<file path="config.mk">
export PLATFORM = sky130hd
export DESIGN_NAME = mem_stage
export DESIGN_NICKNAME = d
export VERILOG_FILES = /design/src/rtl/mem_stage.sv
export SDC_FILE = /design/constraint.sdc
export NUM_CORES = 1
export LEC_CHECK = 0
export BUFFER_PORTS_ARGS = -buffer_cell sky130_fd_sc_hd__buf_2
export CAP_MARGIN = 15
export CORE_AREA = 2 2 149 151
export CTS_CLUSTER_DIAMETER = 40
export DETAILED_ROUTE_END_ITERATION = 7
export DIE_AREA = 0 0 151 153
export PLACE_DENSITY = 0.85
export SYNTH_ARGS = -nofsm -noshare
export SYNTH_HDL_FRONTEND = slang
export SYNTH_SLANG_ARGS = --single-unit
</file>
<file path="constraint.sdc">
create_clock -name clk -period 2.7 [get_ports clk]
set_input_delay 0.54 -clock clk [delete_from_list [all_inputs] [get_ports clk]]
set_output_delay 0.54 -clock clk [all_outputs]
set_load 0.01 [all_outputs]
</file>
<file path="src/rtl/mem_stage.sv">
// -----------------------------------------------------------------------------
// mem_stage -- memory-access pipeline stage.
//
// Holds one instruction handed over from EX, merges the synchronous SRAM read
// data into the register-file write value (with byte/halfword extension), and
// offers the result to WB. A load that stalls in MEM keeps the SRAM data it saw
// in its first cycle, because the SRAM output is only valid for that one cycle.
//
// Ports:
//   clk              in   1    rising-edge clock
//   resetn           in   1    asynchronous active-low reset
//   ex_to_mem_valid  in   1    EX offers an instruction
//   ex_to_mem_bus    in   157  EX payload (pc, load control, rf/csr fields)
//   mem_allowin      out  1    MEM can accept from EX this cycle
//   data_sram_rdata  in   32   SRAM read data, valid the cycle after issue
//   wb_allowin       in   1    WB can accept
//   mem_to_wb_valid  out  1    MEM offers an instruction to WB
//   mem_to_wb_bus    out  151  result payload towards WB
//   mem_to_id_bus    out  39   forwarding/hazard info towards ID
//   ertn_flush       in   1    pipeline flush from WB
// -----------------------------------------------------------------------------
module mem_stage (
  input  logic         clk,
  input  logic         resetn,
  input  logic         ex_to_mem_valid,
  input  logic [156:0] ex_to_mem_bus,
  output logic         mem_allowin,
  input  logic [31:0]  data_sram_rdata,
  input  logic         wb_allowin,
  output logic         mem_to_wb_valid,
  output logic [150:0] mem_to_wb_bus,
  output logic [38:0]  mem_to_id_bus,
  input  logic         ertn_flush
);

  logic         mem_valid_r;
  logic [156:0] payload_r;
  logic [31:0]  rdata_hold_r;
  logic         hold_r;

  logic         mem_ready_go_s;
  logic [31:0]  pc_s;
  logic         res_from_mem_s;
  logic         rf_we_s;
  logic [4:0]   rf_waddr_s;
  logic [31:0]  alu_result_s;
  logic [31:0]  rkd_value_s;
  logic [1:0]   addr_lo_s;
  logic         op_b_s;
  logic         op_h_s;
  logic         op_u_s;
  logic         csr_re_s;
  logic         csr_we_s;
  logic [13:0]  csr_num_s;
  logic [31:0]  csr_wmask_s;
  logic         ertn_s;

  logic [31:0]  load_rdata_s;
  logic [31:0]  byte_src_s;
  logic [15:0]  half_src_s;
  logic [31:0]  load_value_s;
  logic [31:0]  rf_wdata_s;

  assign pc_s           = payload_r[156:125];
  assign res_from_mem_s = payload_r[124];
  assign rf_we_s        = payload_r[123];
  assign rf_waddr_s     = payload_r[122:118];
  assign alu_result_s   = payload_r[117:86];
  assign rkd_value_s    = payload_r[85:54];
  assign addr_lo_s      = payload_r[53:52];
  assign op_b_s         = payload_r[51];
  assign op_h_s         = payload_r[50];
  assign op_u_s         = payload_r[49];
  assign csr_re_s       = payload_r[48];
  assign csr_we_s       = payload_r[47];
  assign csr_num_s      = payload_r[46:33];
  assign csr_wmask_s    = payload_r[32:1];
  assign ertn_s         = payload_r[0];

  assign mem_ready_go_s  = 1'b1;
  assign mem_allowin     = ~mem_valid_r | (mem_ready_go_s & wb_allowin);
  assign mem_to_wb_valid = mem_valid_r & mem_ready_go_s;

  // Stage occupancy: flush wins over a simultaneous handoff from EX.
  always_ff @(posedge clk or negedge resetn) begin
    if (!resetn) begin
      mem_valid_r <= 1'b0;
    end else if (ertn_flush) begin
      mem_valid_r <= 1'b0;
    end else if (mem_allowin) begin
      mem_valid_r <= ex_to_mem_valid;
    end else begin
      mem_valid_r <= mem_valid_r;
    end
  end

  // Payload register: only a real handoff overwrites it.
  always_ff @(posedge clk or negedge resetn) begin
    if (!resetn) begin
      payload_r <= 157'd0;
    end else if (ex_to_mem_valid && mem_allowin) begin
      payload_r <= ex_to_mem_bus;
    end else begin
      payload_r <= payload_r;
    end
  end

  // Read-data capture: keep the first-cycle SRAM word while the stage stalls.
  always_ff @(posedge clk or negedge resetn) begin
    if (!resetn) begin
      hold_r       <= 1'b0;
      rdata_hold_r <= 32'd0;
    end else if (ertn_flush) begin
      hold_r       <= 1'b0;
      rdata_hold_r <= rdata_hold_r;
    end else if (mem_valid_r && !hold_r && !wb_allowin) begin
      // First cycle of a stalled instruction: SRAM output is about to go stale.
      hold_r       <= 1'b1;
      rdata_hold_r <= data_sram_rdata;
    end else if (wb_allowin) begin
      // Instruction leaves (or stage idle); the next one reads the SRAM live.
      hold_r       <= 1'b0;
      rdata_hold_r <= rdata_hold_r;
    end else begin
      hold_r       <= hold_r;
      rdata_hold_r <= rdata_hold_r;
    end
  end

  assign load_rdata_s = hold_r ? rdata_hold_r : data_sram_rdata;
  assign byte_src_s   = load_rdata_s >> {addr_lo_s, 3'b000};
  assign half_src_s   = addr_lo_s[1] ? load_rdata_s[31:16] : load_rdata_s[15:0];

  // Load extension by access size and signedness.
  always_comb begin
    load_value_s = load_rdata_s;
    if (op_b_s) begin
      if (op_u_s) begin
        load_value_s = {24'd0, byte_src_s[7:0]};
      end else begin
        load_value_s = {{24{byte_src_s[7]}}, byte_src_s[7:0]};
      end
    end else if (op_h_s) begin
      if (op_u_s) begin
        load_value_s = {16'd0, half_src_s};
      end else begin
        load_value_s = {{16{half_src_s[15]}}, half_src_s};
      end
    end else begin
      load_value_s = load_rdata_s;
    end
  end

  assign rf_wdata_s = res_from_mem_s ? load_value_s : alu_result_s;

  assign mem_to_wb_bus = {pc_s,
                          rf_we_s & mem_valid_r,
                          rf_waddr_s,
                          rf_wdata_s,
                          csr_re_s & mem_valid_r,
                          csr_we_s,
                          csr_num_s,
                          csr_wmask_s,
                          rkd_value_s,
                          ertn_s & mem_valid_r};

  assign mem_to_id_bus = {rf_we_s & mem_valid_r,
                          rf_waddr_s,
                          rf_wdata_s,
                          csr_re_s & mem_valid_r};

endmodule

</file>
Word-level counts from Yosys, hierarchy flattened
Index checks and enable logic that the tools add are counted.
W data, S select, Z words.

storage, ports and cells
  bits of input ports = 194
  register bits = 191
  word-level logic and storage cells = 31
  output and inout port bits = 192

operators by class
  bitwise logic cells = 6
  multiplexer cells = 12
  reductions and logical operators = 8
  shifts and indexed selects = 1

operators with widths
  operator             count
  $mux W32             6
  $shr A32 B5 Y8       1
  $mux W16             1
  $mux W1              5
  $and A1 B1 Y1        3
  $logic_and A1 B1 Y1  3
  $reduce_bool A3 Y1   1
  $logic_not A1 Y1     2
  $not A1 Y1           2
  $reduce_and A2 Y1    1
  $reduce_bool A2 Y1   1
  $or A1 B1 Y1         1

Depth between registers and ports, before layout
  depth after elaboration = 6
  depth in mapped cells = 8
  mapped depth without buffers = 4

Least setup slack after synthesis
No wires, ideal clock.

  kind = input port to output port
  start = in data_sram_rdata[31]
  end = out mem_to_wb_bus[102]
  arrival = 1.796 ns
  data required time = 2.160 ns
  setup slack = 0.364 ns
  path buffers = 2
  stages on the path = 6
  cells stage by stage = mux4_2 -> a21o_1 -> buf_2 -> o221ai_1 -> nand2_1 -> buf_4

between the ends
  longest elaborated chain between the ends = 6
  elaborated cells between the ends (all ways) = 8
  classes of those cells = shift: 1; mux: 7

ends and longest elaborated chain
  item                                                                    line  RTL
  start, declared                                                         28    input logic [31:0] data_sram_rdata,
  $mux W32 (*)                                                            130   assign load_rdata_s = hold_r ? rdata_hold_r : data_sram_rdata;
  parallel branches: the longest is 3 deep, another holds $shr A32 B5 Y8  -
  $mux W32 (*)                                                            137   if (op_b_s) begin
  $mux W32 (*)                                                            154   assign rf_wdata_s = res_from_mem_s ? load_value_s : alu_result_s;
  end, declared                                                           31    output logic [150:0] mem_to_wb_bus,

Every way passes the cells marked *.

Final worst setup path
  start = reg hold_r
  end = out mem_to_id_bus[11]

between the ends
  longest elaborated chain between the ends = 6
  elaborated cells between the ends (all ways) = 8
  classes of those cells = shift: 1; mux: 7

ends and longest elaborated chain
  item                                                                    line  RTL
  start, declared                                                         39    logic hold_r;
  start signal, assigned                                                  125   hold_r <= hold_r;
  $mux W32 (*)                                                            130
  parallel branches: the longest is 3 deep, another holds $shr A32 B5 Y8  -
  $mux W32 (*)                                                            137
  $mux W32 (*)                                                            154
  end, declared                                                           32    output logic [38:0] mem_to_id_bus,

Marks and branches as above.

==> metrics.cfg <==
[cts]
tritoncts.num_buffers=17
clkSinkCount=191
htree_levels=4
clock_latency_ns=0.43
tritoncts=yes
cts.reportedPaths.clkPinSlew_ns=0.09
clock_path_buffers=2
clock-root-buffer=clkbuf_16

[worst_setup_path]
cp-start-kind=flop
path_max_fanout=8
setup.worst_path.end_class=primary output
arrival_time_of_data_at_the_critical_path_endpoint_ns=2.19
setup.worst_path.class=reg -> out
timing.critical_path.required_ns=2.16

[final_layout]
drive_above_1_share_pct=68.3
nNetsFinal=1187
layout_commonest_cell=buf_2
area_growth_syn_to_layout_pct=20.7
mostFrequentLayoutCells=buf_2, dfrtp_1, mux2_2, mux2i_1

[drt]
vias=6808
wire_per_inst_um=20.3
drtAntennaViolNets=0
detailedRoute.firstPassIterationCount=4
route.final.wire_length_mm=26.2
post_detailed_route_drc_marker_count=0
vias_per_cell=5.29
drt_first_iter_violations=358

[floorplanning]
floorplan.die.height_um=153
floorplan.die.width_um=151
placeable_core_region_um2=21500
floorplan.die_area_um2=23100
number_of_primary_i_o_pins=386
floorplan.rows=54
initial_core_util_pct=46.2

[run_status]
failed_checks=negative setup slack
outcome=complete, but fails checks

[logic_synthesis]
number_of_distinct_library_cells_after_synthesis=36
syn_inst=754
synth.net_count=948
synth_register_bits=191
ys_warn_count=0
synth_largest_type_area_fraction_pct=48.2
synth.avg_cell_area_um2=13.2
post_synth_main_area_contributors=dfrtp_1, mux2_2, buf_4
synth_top_cell_by_area=dfrtp_1
seq_area_frac_synth_pct=48.2
synth_area_um2=9930

[power_and_ir_drop]
peakVddDrop_uv=407
powerDensity_nw_per_um2=704
total_leakage_power_nw=5.66

[global_routing]
grt.overflow.total=0
via_count_of_the_first_global_routing_pass=7150
grt_max_degree=70
grt.total_usage_pct=22.4
wire_length_of_the_first_global_routing_pass_mm=39.5
antenna_found_initial=3

[timing]
final_hold_violation_count=0
final.min_clock_period_ns=2.73
clock-skew-final_ns=0.0121
timing.fmax_mhz=367
worst_pin_slew_ns=0.605
slew_headroom_pct=59.6
post-route-period-util_pct=101
grt_setup_unrepaired=true
timing.final.setup_violations=6
holdWs_ns=0.267
fin_max_slew_vios=0
post-route-worst-setup-slack_ns=-0.0258

[flow_run]
drv_cap=0

[hold_path]
min_path_type=in -> reg

[placement]
dpl_worst_slack_ns=0.0841
hpwl_mm=19.5
io_buffer_count=385
routabilityCongestion=0.846

==> metrics by stage <==
stage,power (mW),cell area (um2),utilization (%),TNS (ns),cells
after detailed placement,5.77,11100,51.6,0,1242
after global routing,8.85,12000,55.7,-4.22,1286
final,8.43,12000,55.8,-0.0943,1287
after floorplan,5.25,9930,-,0,754
after global placement,5.69,11100,51.6,0,1242
after CTS,8.46,11800,55.1,-0.306,1281
==> synth_stat cells (all sizes together) <==
| master | instances |
|---|---|
| and2 | 4 |
| o32a | 1 |
| inv | 2 |
| mux4 | 23 |
| a31oi | 8 |
| clkbuf | 10 |
| a21o | 1 |
| or2 | 1 |
| nand3b | 1 |
| a22oi | 2 |
| nand2b | 4 |
| nand2 | 18 |
| o22ai | 15 |
| nand3 | 1 |
| a211oi | 1 |
| a31o | 1 |
| mux2 | 189 |
| buf | 190 |
| nor4b | 1 |
| nor3 | 2 |
| dfrtp | 191 |
| nor2b | 4 |
| nand4 | 1 |
| o221ai | 15 |
| a21oi | 1 |
| mux2i | 41 |
| nor2 | 18 |
| o22a | 8 |
==> worst max-delay path, cell delays in order, from the launching register on <==
cell and delay [ns]:
dfrtp_2 0.45, buf_12 0.16, or2_2 0.41, o22ai_1 0.39
o22a_1 0.20, buf_2 0.13
==> kinds of logic (layout without fill, tap and decap cells) <==
| family | Yosys count | in the layout | synth area share [%] |
|---|---|---|---|
| muxes | 253 | 253 | 31.0 |
| buffers and inverters | 202 | 454 | 14.2 |
| DFF | 191 | 191 | 48.2 |
| and+or+nand+nor | 55 | 55 | 2.61 |
| AOI/OAI and AO/OA | 53 | 53 | 4.12 |
| other | 0 | 1 | 0 |
==> layout make-up <==
| class | count | area (um2) |
|---|---|---|
| inverter | 2 | 7.51 |
| clock buffer | 17 | 425 |
| tap | 280 | 350 |
| antenna | 1 | 2.50 |
| multi-input combinational | 361 | 3850 |
| sequential | 191 | 4780 |
| clock inverter | 15 | 206 |
| fill | 1801 | 9510 |
| timing repair buffer | 420 | 2350 |
==> report_power, final <==
| group | leakage [nW] | switching (mW) | internal (mW) | total, mW |
|---|---|---|---|---|
| registers | 2.24 | 0.298 | 3.27 | 3.57 |
| logic | 3.11 | 1.09 | 1.15 | 2.23 |
| clock network | 0.301 | 1.35 | 1.28 | 2.63 |
| total | 5.66 | 2.73 | 5.70 | 8.43 |
==> routing by layer <==
layer	wire, um	global-route usage [%]	vias to the layer above
met1	9780	26.0	3416
met5	21	0	-
met3	2020	6.48	53
met2	13500	38.9	312
met4	887	8.63	4
li1	-	-	3023
==> path summary, 6_finish.rpt <==
path                       slack (ns)                end      startpoint  cells after the start
setup / recovery                -0.03  mem_to_id_bus[11]          hold_r                      5
hold / removal                   0.27             hold_r      wb_allowin                      2
setup reg to reg                 0.98    rdata_hold_r[2]          hold_r                      4
hold reg to reg                  0.50     payload_r[127]  payload_r[127]                      1
max in group asynchronous        1.33     payload_r[139]          resetn                      3
min in group asynchronous        0.56    rdata_hold_r[4]          resetn                      2
==> flip-flops by register name, indices dropped and copies added (netlist names) <==
name             flops
hold_r               1
mem_to_wb_valid      1
payload_r          157
rdata_hold_r        32
==> repair_timing <==
action,in CTS,in global routing
setup endpoints to repair,62,64
hold endpoints to repair,25,0
resized for setup,13,18
hold buffers,1,0
buffers inserted,6,5
pin swaps,9,1
Power figures use the tool's default switching activity.
